==> config.mk <==
export PLATFORM = sky130hd
export DESIGN_NAME = pipe_hazard_ctrl
export DESIGN_NICKNAME = d
export VERILOG_FILES = /design/src/rtl/pipe_hazard_ctrl.sv
export SDC_FILE = /design/constraint.sdc
export NUM_CORES = 1
export LEC_CHECK = 0
export CAP_MARGIN = 20
export CELL_PAD_IN_SITES_DETAIL_PLACEMENT = 1
export CELL_PAD_IN_SITES_GLOBAL_PLACEMENT = 1
export CORE_UTILIZATION = 28
export DETAILED_ROUTE_END_ITERATION = 7
export PLACE_DENSITY_LB_ADDON = 0.3
export SETUP_SLACK_MARGIN = 0.05
export SYNTH_ARGS = -nofsm -noshare
export SYNTH_HDL_FRONTEND = slang
export SYNTH_SLANG_ARGS = --single-unit
==> constraint.sdc <==
create_clock -name clk -period 7.3 [get_ports clk]
set_input_delay 1.095 -clock clk [delete_from_list [all_inputs] [get_ports clk]]
set_output_delay 1.095 -clock clk [all_outputs]
set_load 0.02 [all_outputs]
==> src/rtl/pipe_hazard_ctrl.sv <==
`default_nettype none
// ============================================================================
// Module   : pipe_hazard_ctrl
// Purpose  : Hazard / pipeline-control unit for the 5-stage RV32 pipeline:
//            load-use detection, long-op scoreboard, branch flush, halt drain.
// Revision : 1.0
// ============================================================================
module pipe_hazard_ctrl #(
    parameter int unsigned RF_ADDRESS = 5,
    parameter int unsigned MAX_PEND   = 4,
    parameter int unsigned HALT_DRAIN = 3
) (
    input  logic                  clk,
    input  logic                  reset,
    input  logic                  id_valid,
    input  logic [RF_ADDRESS-1:0] id_rs1,
    input  logic [RF_ADDRESS-1:0] id_rs2,
    input  logic                  id_use_rs1,
    input  logic                  id_use_rs2,
    input  logic [RF_ADDRESS-1:0] id_rd,
    input  logic                  id_regwrite,
    input  logic                  id_long,
    input  logic                  id_halt,
    input  logic                  ex_memread,
    input  logic [RF_ADDRESS-1:0] ex_rd,
    input  logic                  ex_br_taken,
    input  logic                  wb_long_valid,
    input  logic [RF_ADDRESS-1:0] wb_long_rd,
    output logic                  stall_if,
    output logic                  stall_id,
    output logic                  bubble_ex,
    output logic                  flush_if_id,
    output logic                  halted,
    output logic [3:0]            pend_count
);

    localparam int unsigned DEPTH = 2 ** RF_ADDRESS;

    typedef enum logic [1:0] {
        ST_RUN    = 2'd0,
        ST_DRAIN  = 2'd1,
        ST_HALTED = 2'd2
    } state_t;

    state_t           state_q, state_d;
    logic [DEPTH-1:0] sb_q, sb_d;
    logic [3:0]       pend_q, pend_d;
    logic [3:0]       drain_q, drain_d;

    logic [DEPTH-1:0] wb_clr, sb_set, sb_eff;
    logic             rs1_rd, rs2_rd;
    logic             sb_hit, lu_hit, cap_hit, hz;
    logic             issue, inc, dec;

    // A completing write-back is visible to ID in the same cycle (WB bypass).
    assign wb_clr = wb_long_valid ? ({{(DEPTH-1){1'b0}}, 1'b1} << wb_long_rd) : '0;
    assign sb_set = inc ? ({{(DEPTH-1){1'b0}}, 1'b1} << id_rd) : '0;
    assign sb_eff = sb_q & ~wb_clr;

    assign rs1_rd  = id_use_rs1 && (id_rs1 != '0);
    assign rs2_rd  = id_use_rs2 && (id_rs2 != '0);
    assign sb_hit  = id_valid && ((rs1_rd && sb_eff[id_rs1]) || (rs2_rd && sb_eff[id_rs2]));
    assign lu_hit  = id_valid && ex_memread && (ex_rd != '0) &&
                     ((rs1_rd && (id_rs1 == ex_rd)) || (rs2_rd && (id_rs2 == ex_rd)));
    assign cap_hit = id_valid && id_long && id_regwrite &&
                     (pend_q == 4'(MAX_PEND)) && !wb_long_valid;
    assign hz      = sb_hit || lu_hit || cap_hit;

    assign issue = (state_q == ST_RUN) && id_valid && !hz && !ex_br_taken;
    assign inc   = issue && id_long && id_regwrite && (id_rd != '0);
    assign dec   = wb_long_valid && (pend_q != 4'd0);

    always_comb begin
        stall_if    = 1'b0;
        stall_id    = 1'b0;
        bubble_ex   = 1'b0;
        flush_if_id = 1'b0;
        halted      = 1'b0;
        state_d     = state_q;
        drain_d     = drain_q;
        // Set after clear so an issuing long op wins over a same-cycle completion.
        sb_d        = (sb_q & ~wb_clr) | sb_set;
        pend_d      = pend_q + {3'd0, inc} - {3'd0, dec};

        case (state_q)
            ST_RUN: begin
                if (ex_br_taken) begin
                    flush_if_id = 1'b1;
                    bubble_ex   = 1'b1;
                end else if (hz) begin
                    stall_if  = 1'b1;
                    stall_id  = 1'b1;
                    bubble_ex = 1'b1;
                end
                if (issue && id_halt) begin
                    state_d = ST_DRAIN;
                    drain_d = 4'(HALT_DRAIN);
                end
            end
            ST_DRAIN: begin
                stall_if  = 1'b1;
                stall_id  = 1'b1;
                bubble_ex = 1'b1;
                if (drain_q != 4'd0) begin
                    drain_d = drain_q - 4'd1;
                end
                if ((drain_d == 4'd0) && (pend_d == 4'd0)) begin
                    state_d = ST_HALTED;
                end
            end
            ST_HALTED: begin
                stall_if  = 1'b1;
                stall_id  = 1'b1;
                bubble_ex = 1'b1;
                halted    = 1'b1;
            end
            default: begin
                state_d = ST_RUN;
            end
        endcase
    end

    always_ff @(posedge clk or posedge reset) begin
        if (reset) begin
            state_q <= ST_RUN;
            sb_q    <= '0;
            pend_q  <= 4'd0;
            drain_q <= 4'd0;
        end else begin
            state_q <= state_d;
            sb_q    <= sb_d;
            pend_q  <= pend_d;
            drain_q <= drain_d;
        end
    end

    assign pend_count = pend_q;

endmodule
`default_nettype wire

# ---- After elaboration in Yosys (flattened, before gate mapping)
# Index checks and enable logic that the tools add are counted.
dict set report op_classes {
  addsub 3
  multipliers 0
  div_mod_pow 0
  n_lt_le_gt_ge 2
  n_eq_ne 7
  shifts 2
  muxes 21
  n_bitwise 4
  reduce_logical 43
}
# operator n
set ops {}
lappend ops {{$mux 32} 2}
lappend ops {{$shl 1x5->32 const A} 2}
lappend ops {{$and 32x32->32} 1}
lappend ops {{$not 32->32} 1}
lappend ops {{$or 32x32->32} 1}
lappend ops {{$logic_and 1x1->1} 23}
lappend ops {{$reduce_bool 5->1} 4}
lappend ops {{$lt 5x6->1 const B} 2}
lappend ops {{$mux 4} 3}
lappend ops {{$bmux 1 s5} 2}
lappend ops {{$eq 5x5->1} 2}
lappend ops {{$logic_not 4->1} 2}
lappend ops {{$mux 1} 8}
lappend ops {{$pmux 4 s2} 1}
lappend ops {{$reduce_bool 4->1} 2}
lappend ops {{$pmux 2 s3} 1}
lappend ops {{$add 4x1->4} 1}
lappend ops {{$eq 4x3->1 const B} 1}
lappend ops {{$logic_or 1x1->1} 4}
lappend ops {{$mux 2} 2}
lappend ops {{$pmux 1 s2} 2}
lappend ops {{$sub 4x1->4} 1}
lappend ops {{$sub 4x1->4 const B} 1}
lappend ops {{$logic_not 1->1} 3}
lappend ops {{10 further kinds} 10}
dict set report totals {
  reg_bits 42
  latchBits 0
  ramBits 0
  mem_bits_ro 0
  inputBits 36
  output_inout_bits 9
  wordCells 86
  memories 0
}

# ---- Longest topological paths before layout
dict set report logic_depth {
  word_depth 23
  ltp_mapped 21
}

# ---- Worst setup path after synthesis
# OpenSTA, ideal clock, no wires.
dict set report synth_timing {
  kind {input-to-reg}
  startpoint {input port id_rs1[0]}
  endpoint {register state_q[0]}
  setup_ps 87
  t_arrival_ps 5129
  t_required_ps 7213
  path_slack_ps 2083
  stages 20
  n_path_buf 1
  path_cell_list {clkbuf_1 -> or4_1 -> o21ai_0 -> nor4_1 -> o2111ai_1 -> and3_4 -> nand3_4 -> a211o_1 -> ha_1 -> inv_1 -> ha_1 -> inv_1 -> fa_1 -> inv_1 -> a2111oi_4 -> o21ai_1 -> or3_1 -> a21oi_2 -> or3b_1 -> a22oi_1}
}
dict set report synth_between {
  elab_chain_cells 19
}
# element line_no
set synth_rtl {}
lappend synth_rtl {{start, declared} 16} ;# input logic [RF_ADDRESS-1:0] id_rs1,
lappend synth_rtl {{$bmux 1 s5 / $reduce_bool 5->1 (equally long branches)} {62, 60}}
lappend synth_rtl {{$mux 1 (implied by the code) / $logic_and 1x1->1 (equally long branches)} {62, 60}}
lappend synth_rtl {{$logic_and 1x1->1, on equally long branches} {62, 64}}
lappend synth_rtl {{$logic_or 1x1->1, on equally long branches} {62, 64}}
lappend synth_rtl {{$logic_and 1x1->1, on equally long branches} {62, 63}}
lappend synth_rtl {{$logic_or 1x1->1 * (2 in series)} 67} ;# assign hz = sb_hit || lu_hit || cap_hit;
lappend synth_rtl {{$logic_not 1->1 *} 69} ;# assign issue = (state_q == ST_RUN) && id_valid && !hz && !ex_br_taken;
lappend synth_rtl {{$logic_and 1x1->1 * (2 in series)} 69}
lappend synth_rtl {{$logic_and 1x1->1 * (3 in series)} 70} ;# assign inc = issue && id_long && id_regwrite && (id_rd != '0);
lappend synth_rtl {{$add 4x1->4 *} 83} ;# pend_d = pend_q + {3'd0, inc} - {3'd0, dec};
lappend synth_rtl {{$sub 4x1->4 *} 83}
lappend synth_rtl {{named net pend_d[1]} 47} ;# logic [3:0] pend_q, pend_d;
lappend synth_rtl {{$logic_not 4->1 *} 107} ;# if ((drain_d == 4'd0) && (pend_d == 4'd0)) begin
lappend synth_rtl {{$logic_and 1x1->1 *} 107}
lappend synth_rtl {{$ne 2x2->1 (no source line) *} --}
lappend synth_rtl {{$reduce_and 3->1 (no source line) *} --}
lappend synth_rtl {{end signal, assigned} 130} ;# state_q <= state_d;
lappend synth_rtl {{end, declared} 45} ;# state_t state_q, state_d;
# Mark *: on every way through the listed nets, which the timed path passes. The rest lies on a longest branch. The select of a mux whose other input is x is not followed.
# A chain may end at the register's enable or synchronous reset.

# ---- Worst setup path in the final report
dict set report layout_timing {
  startpoint {input port id_rs2[0]}
  endpoint {register state_q[0]}
}
dict set report layout_between {
  elab_chain_cells 19
}
# element line_no
set layout_rtl {}
lappend layout_rtl {{start, declared} 17} ;# input logic [RF_ADDRESS-1:0] id_rs2,
lappend layout_rtl {{$bmux 1 s5 / $reduce_bool 5->1 (equally long branches)} {62, 61}}
lappend layout_rtl {{$mux 1 (implied by the code) / $logic_and 1x1->1 (equally long branches)} {62, 61}}
lappend layout_rtl {{$logic_and 1x1->1, on equally long branches} {62, 64}}
lappend layout_rtl {{$logic_or 1x1->1, on equally long branches} {62, 64}}
lappend layout_rtl {{$logic_and 1x1->1, on equally long branches} {62, 63}}
lappend layout_rtl {{$logic_or 1x1->1 * (2 in series)} 67}
lappend layout_rtl {{$logic_not 1->1 *} 69}
lappend layout_rtl {{$logic_and 1x1->1 * (2 in series)} 69}
lappend layout_rtl {{$logic_and 1x1->1 * (3 in series)} 70}
lappend layout_rtl {{$add 4x1->4 *} 83}
lappend layout_rtl {{$sub 4x1->4 *} 83}
lappend layout_rtl {{named net pend_d[1]} 47}
lappend layout_rtl {{$logic_not 4->1 *} 107}
lappend layout_rtl {{$logic_and 1x1->1 *} 107}
lappend layout_rtl {{$ne 2x2->1 (no source line) *} --}
lappend layout_rtl {{$reduce_and 3->1 (no source line) *} --}
# Marked as above.

==> flow_summary_export.csv <==
group,metric,value,unit
outcome,outcome,"finished clean",
critical_path,path_class,"input port to register",
global_route,grt_max_degree,43,
yosys,seq_area_frac_synth,0.297,
clocking,post_cts_resized,0,
routing,detail_route.wl_per_cell,19.7,um
floorplanning,die_y,114,um
place,hpwl,9110,um
critical_path,regToRegStartpoint,"sb_q[9]$_DFF_PP0_",
yosys,ys_warn_count,0,
yosys,synth_common_cells,"o21ai_0, dfrtp_1, mux2i_1, nand2_1, inv_1",
finish,nNetsFinal,472,
global_route,grt_usage,0.190,
job,maxCapViolCount,0,
floorplanning,num_rows,40,
yosys,synthesis.area,0.00354,mm^2
finish,fin_cells,593,
floorplanning,die_area,0.0131,mm^2
routing,ant_nets,0,
timing,min_period_over_period,0.848,
critical_path,path_max_fanout,17,
critical_path,reg2reg_slack,2690,ps
power_and_ir_drop,p_leak,0.00165,uW
place,dpl.cell_count,585,
power_and_ir_drop,ir_drop,0.0969,mV
clocking,clock_latency,290,ps
floorplanning,fp.coreArea,0.0122,mm^2
clocking,cts_hold_buf,0,
critical_path,r2r_cells,19,
yosys,ys_types,81,
critical_path,r2r_end,"state_q[0]$_DFFE_PP0P_",
yosys,postSynth.asyncResetShare,1.00,
power_and_ir_drop,power_per_cell_area,246,mW/mm^2
timing,finalMaxSlewViolations,0,
critical_path,crit_required,7510,ps
yosys,syn_avg_cell_area,9.07,um^2
yosys,synthCells,390,
yosys,syn_nets,438,
routing,drtIter0Drc,210,
clocking,clock-sinks,42,
global_route,grt_pass1_wl,19100,um
yosys,synthFlopType,"dfrtp_1",
finish,syn2layout_area_growth,21.0,%
clocking,path_clk_slew,60,ps
timing,setup_viol,0,
global_route,overflow,0,
clocking,cts_root_buf,"clkbuf_16",
place,io_buffers,44,
timing,fin_crit,6190,ps
worst_hold_path,hold-path-endpoint,"sb_q[0]$_DFF_PP0_",
clocking,cts_tree,"yes",
yosys,synth_largest_area_cell,"dfrtp_1",
global_route,grt_pass1_vias,3537,
routing,drc,0,
critical_path,worst_setup_path_start_kind,"input port",
timing,fin_tns_setup,0,ps
floorplanning,fp.dieW,114,um
timing,worst_pin_slew,901,ps
clocking,cts_setup_buffers,0,
global_route,antenna_found_initial,0,
worst_hold_path,hp-class,"register to register",
yosys,synth-seq-cells,42,
finish,drive_gt1_frac,0.115,
routing,num_vias,3317,
place,gp_congestion,0.876,
yosys,synth_edf_count,0,
critical_path,critPathCaptureType,"register",
clocking,htreeDepth,2,
finish,antenna_cells,0,
worst_hold_path,hold_start,"sb_q[0]$_DFF_PP0_",
yosys,ys_top_cells_by_area,"dfrtp_1, o21ai_0, mux2i_1",
worst_hold_path,whs_path_depth,1,
floorplanning,start_util,0.291,
routing,via_per_inst,5.59,
critical_path,worstPathArrival,6400,ps
timing,rsz0062_at_grt,"false",
timing,fmax,162,MHz
routing,dr.pass1.iters,4,
timing,finalHoldViolations,0,
floorplanning,io_pins,45,
timing,slew_headroom,0.398,
yosys,yosysTopAreaCellShare,0.297,
clocking,clock_path_buffers,2,
clocking,cts_made_buffers,5,
yosys,yosysMostFrequentCell,"o21ai_0",
timing,skew,5.23,ps
routing,drt_wl_total,11700,um
cells in the final DEF (no fill, tap or decap), types with 6 or more instances in the layout:
| master | n |
|---|---|
| o21ai_1 | 16 |
| nand2_1 | 19 |
| clkdlybuf4s50_1 | 44 |
| xnor2_1 | 9 |
| o21ai_0 | 51 |
| dfrtp_1 | 42 |
| mux2i_1 | 21 |
| inv_1 | 17 |
| ha_1 | 11 |
| buf_4 | 6 |
| mux2_2 | 10 |
| o31ai_1 | 8 |
| nor3_1 | 12 |
| xor2_1 | 7 |
| nor2_1 | 16 |
| nand3b_1 | 6 |
| nand3_1 | 11 |
area by class of cell:
type / instances / area [um^2]
Fill cell: 1407 / 7880
Multi-Input combinational cell: 307 / 2300
Sequential cell: 42 / 1050
Timing Repair Buffer: 50 / 485
Tap cell: 168 / 210
Clock buffer: 5 / 125
Inverter: 18 / 67.6
Clock inverter: 3 / 40.0
worst max-delay path: stages:
cell             delay [ps]
clkdlybuf4s50_1        1060
buf_4                   270
mux2i_1                 260
nor3_1                   90
o31ai_1                 260
a31oi_1                 160
a21boi_2                270
nand3_4                 150
a211o_1                 250
ha_1                    270
inv_1                    60
ha_1                    150
inv_1                    60
fa_1                    470
inv_1                    70
a2111oi_4               260
o21ai_1                 100
or3_1                   370
a21oi_2                 200
or3b_1                  370
a22oi_1                 140
flip-flops by register name, summed over array words and instances, names as in the netlist:
signal / cells
drain_q: 4
pend_count: 4
sb_q: 32
state_q: 2
cell families (layout without fill, tap and decap cells):
group	count (synthesis)	count (layout)	synth area share
flops	42	42	0.297
simple gates	116	116	0.220
fa+ha+maj	12	12	0.0446
compound gates	130	130	0.247
xor+xnor	17	17	0.0442
mux	32	32	0.0945
buf+inv	41	76	0.0524
worst max path at each step:
stage / startpoint / end / slack, ps / cells after the start
global placement: id_rs2[0] / state_q[0]$_DFFE_PP0P_ / 870 / 21
detailed placement: id_rs2[0] / state_q[0]$_DFFE_PP0P_ / 770 / 21
global route: id_rs2[0] / state_q[0]$_DFFE_PP0P_ / 690 / 21
CTS: id_rs2[0] / state_q[0]$_DFFE_PP0P_ / 1070 / 21
floorplan: id_rs1[0] / state_q[0]$_DFFE_PP0P_ / 2080 / 20
finish: id_rs2[0] / state_q[0]$_DFFE_PP0P_ / 1110 / 21
where the power goes:
| part | leakage (uW) | total, uW | switching (uW) | internal (uW) |
|---|---|---|---|---|
| combinational | 0.00101 | 484 | 275 | 209 |
| clock | 0.0000836 | 254 | 93.8 | 160 |
| sequential | 0.000564 | 315 | 42.7 | 272 |
| total | 0.00165 | 1050 | 411 | 641 |
per-stage QoR:
stage	hold WS, ps	cell area [um^2]	power, uW	worst slack, ps	util
2_1_floorplan	479	3540	630	2080	-
4_1_cts	529	4280	1060	1070	0.352
5_1_grt	551	4280	1120	689	0.352
6_report	526	4280	1050	1110	0.352
3_5_place_dp	515	4110	806	772	0.338
3_3_place_gp	509	4110	789	873	0.338
routing by layer:
| layer | vias to the layer above | global-route usage | wire length [um] |
|---|---|---|---|
| met2 | 73 | 0.314 | 5480 |
| met4 | 0 | 0.0632 | 204 |
| met3 | 12 | 0.0222 | 440 |
| met5 | - | 0 | 0 |
| met1 | 1677 | 0.257 | 5530 |
| li1 | 1555 | - | - |
(Power assumes the default switching activity.)
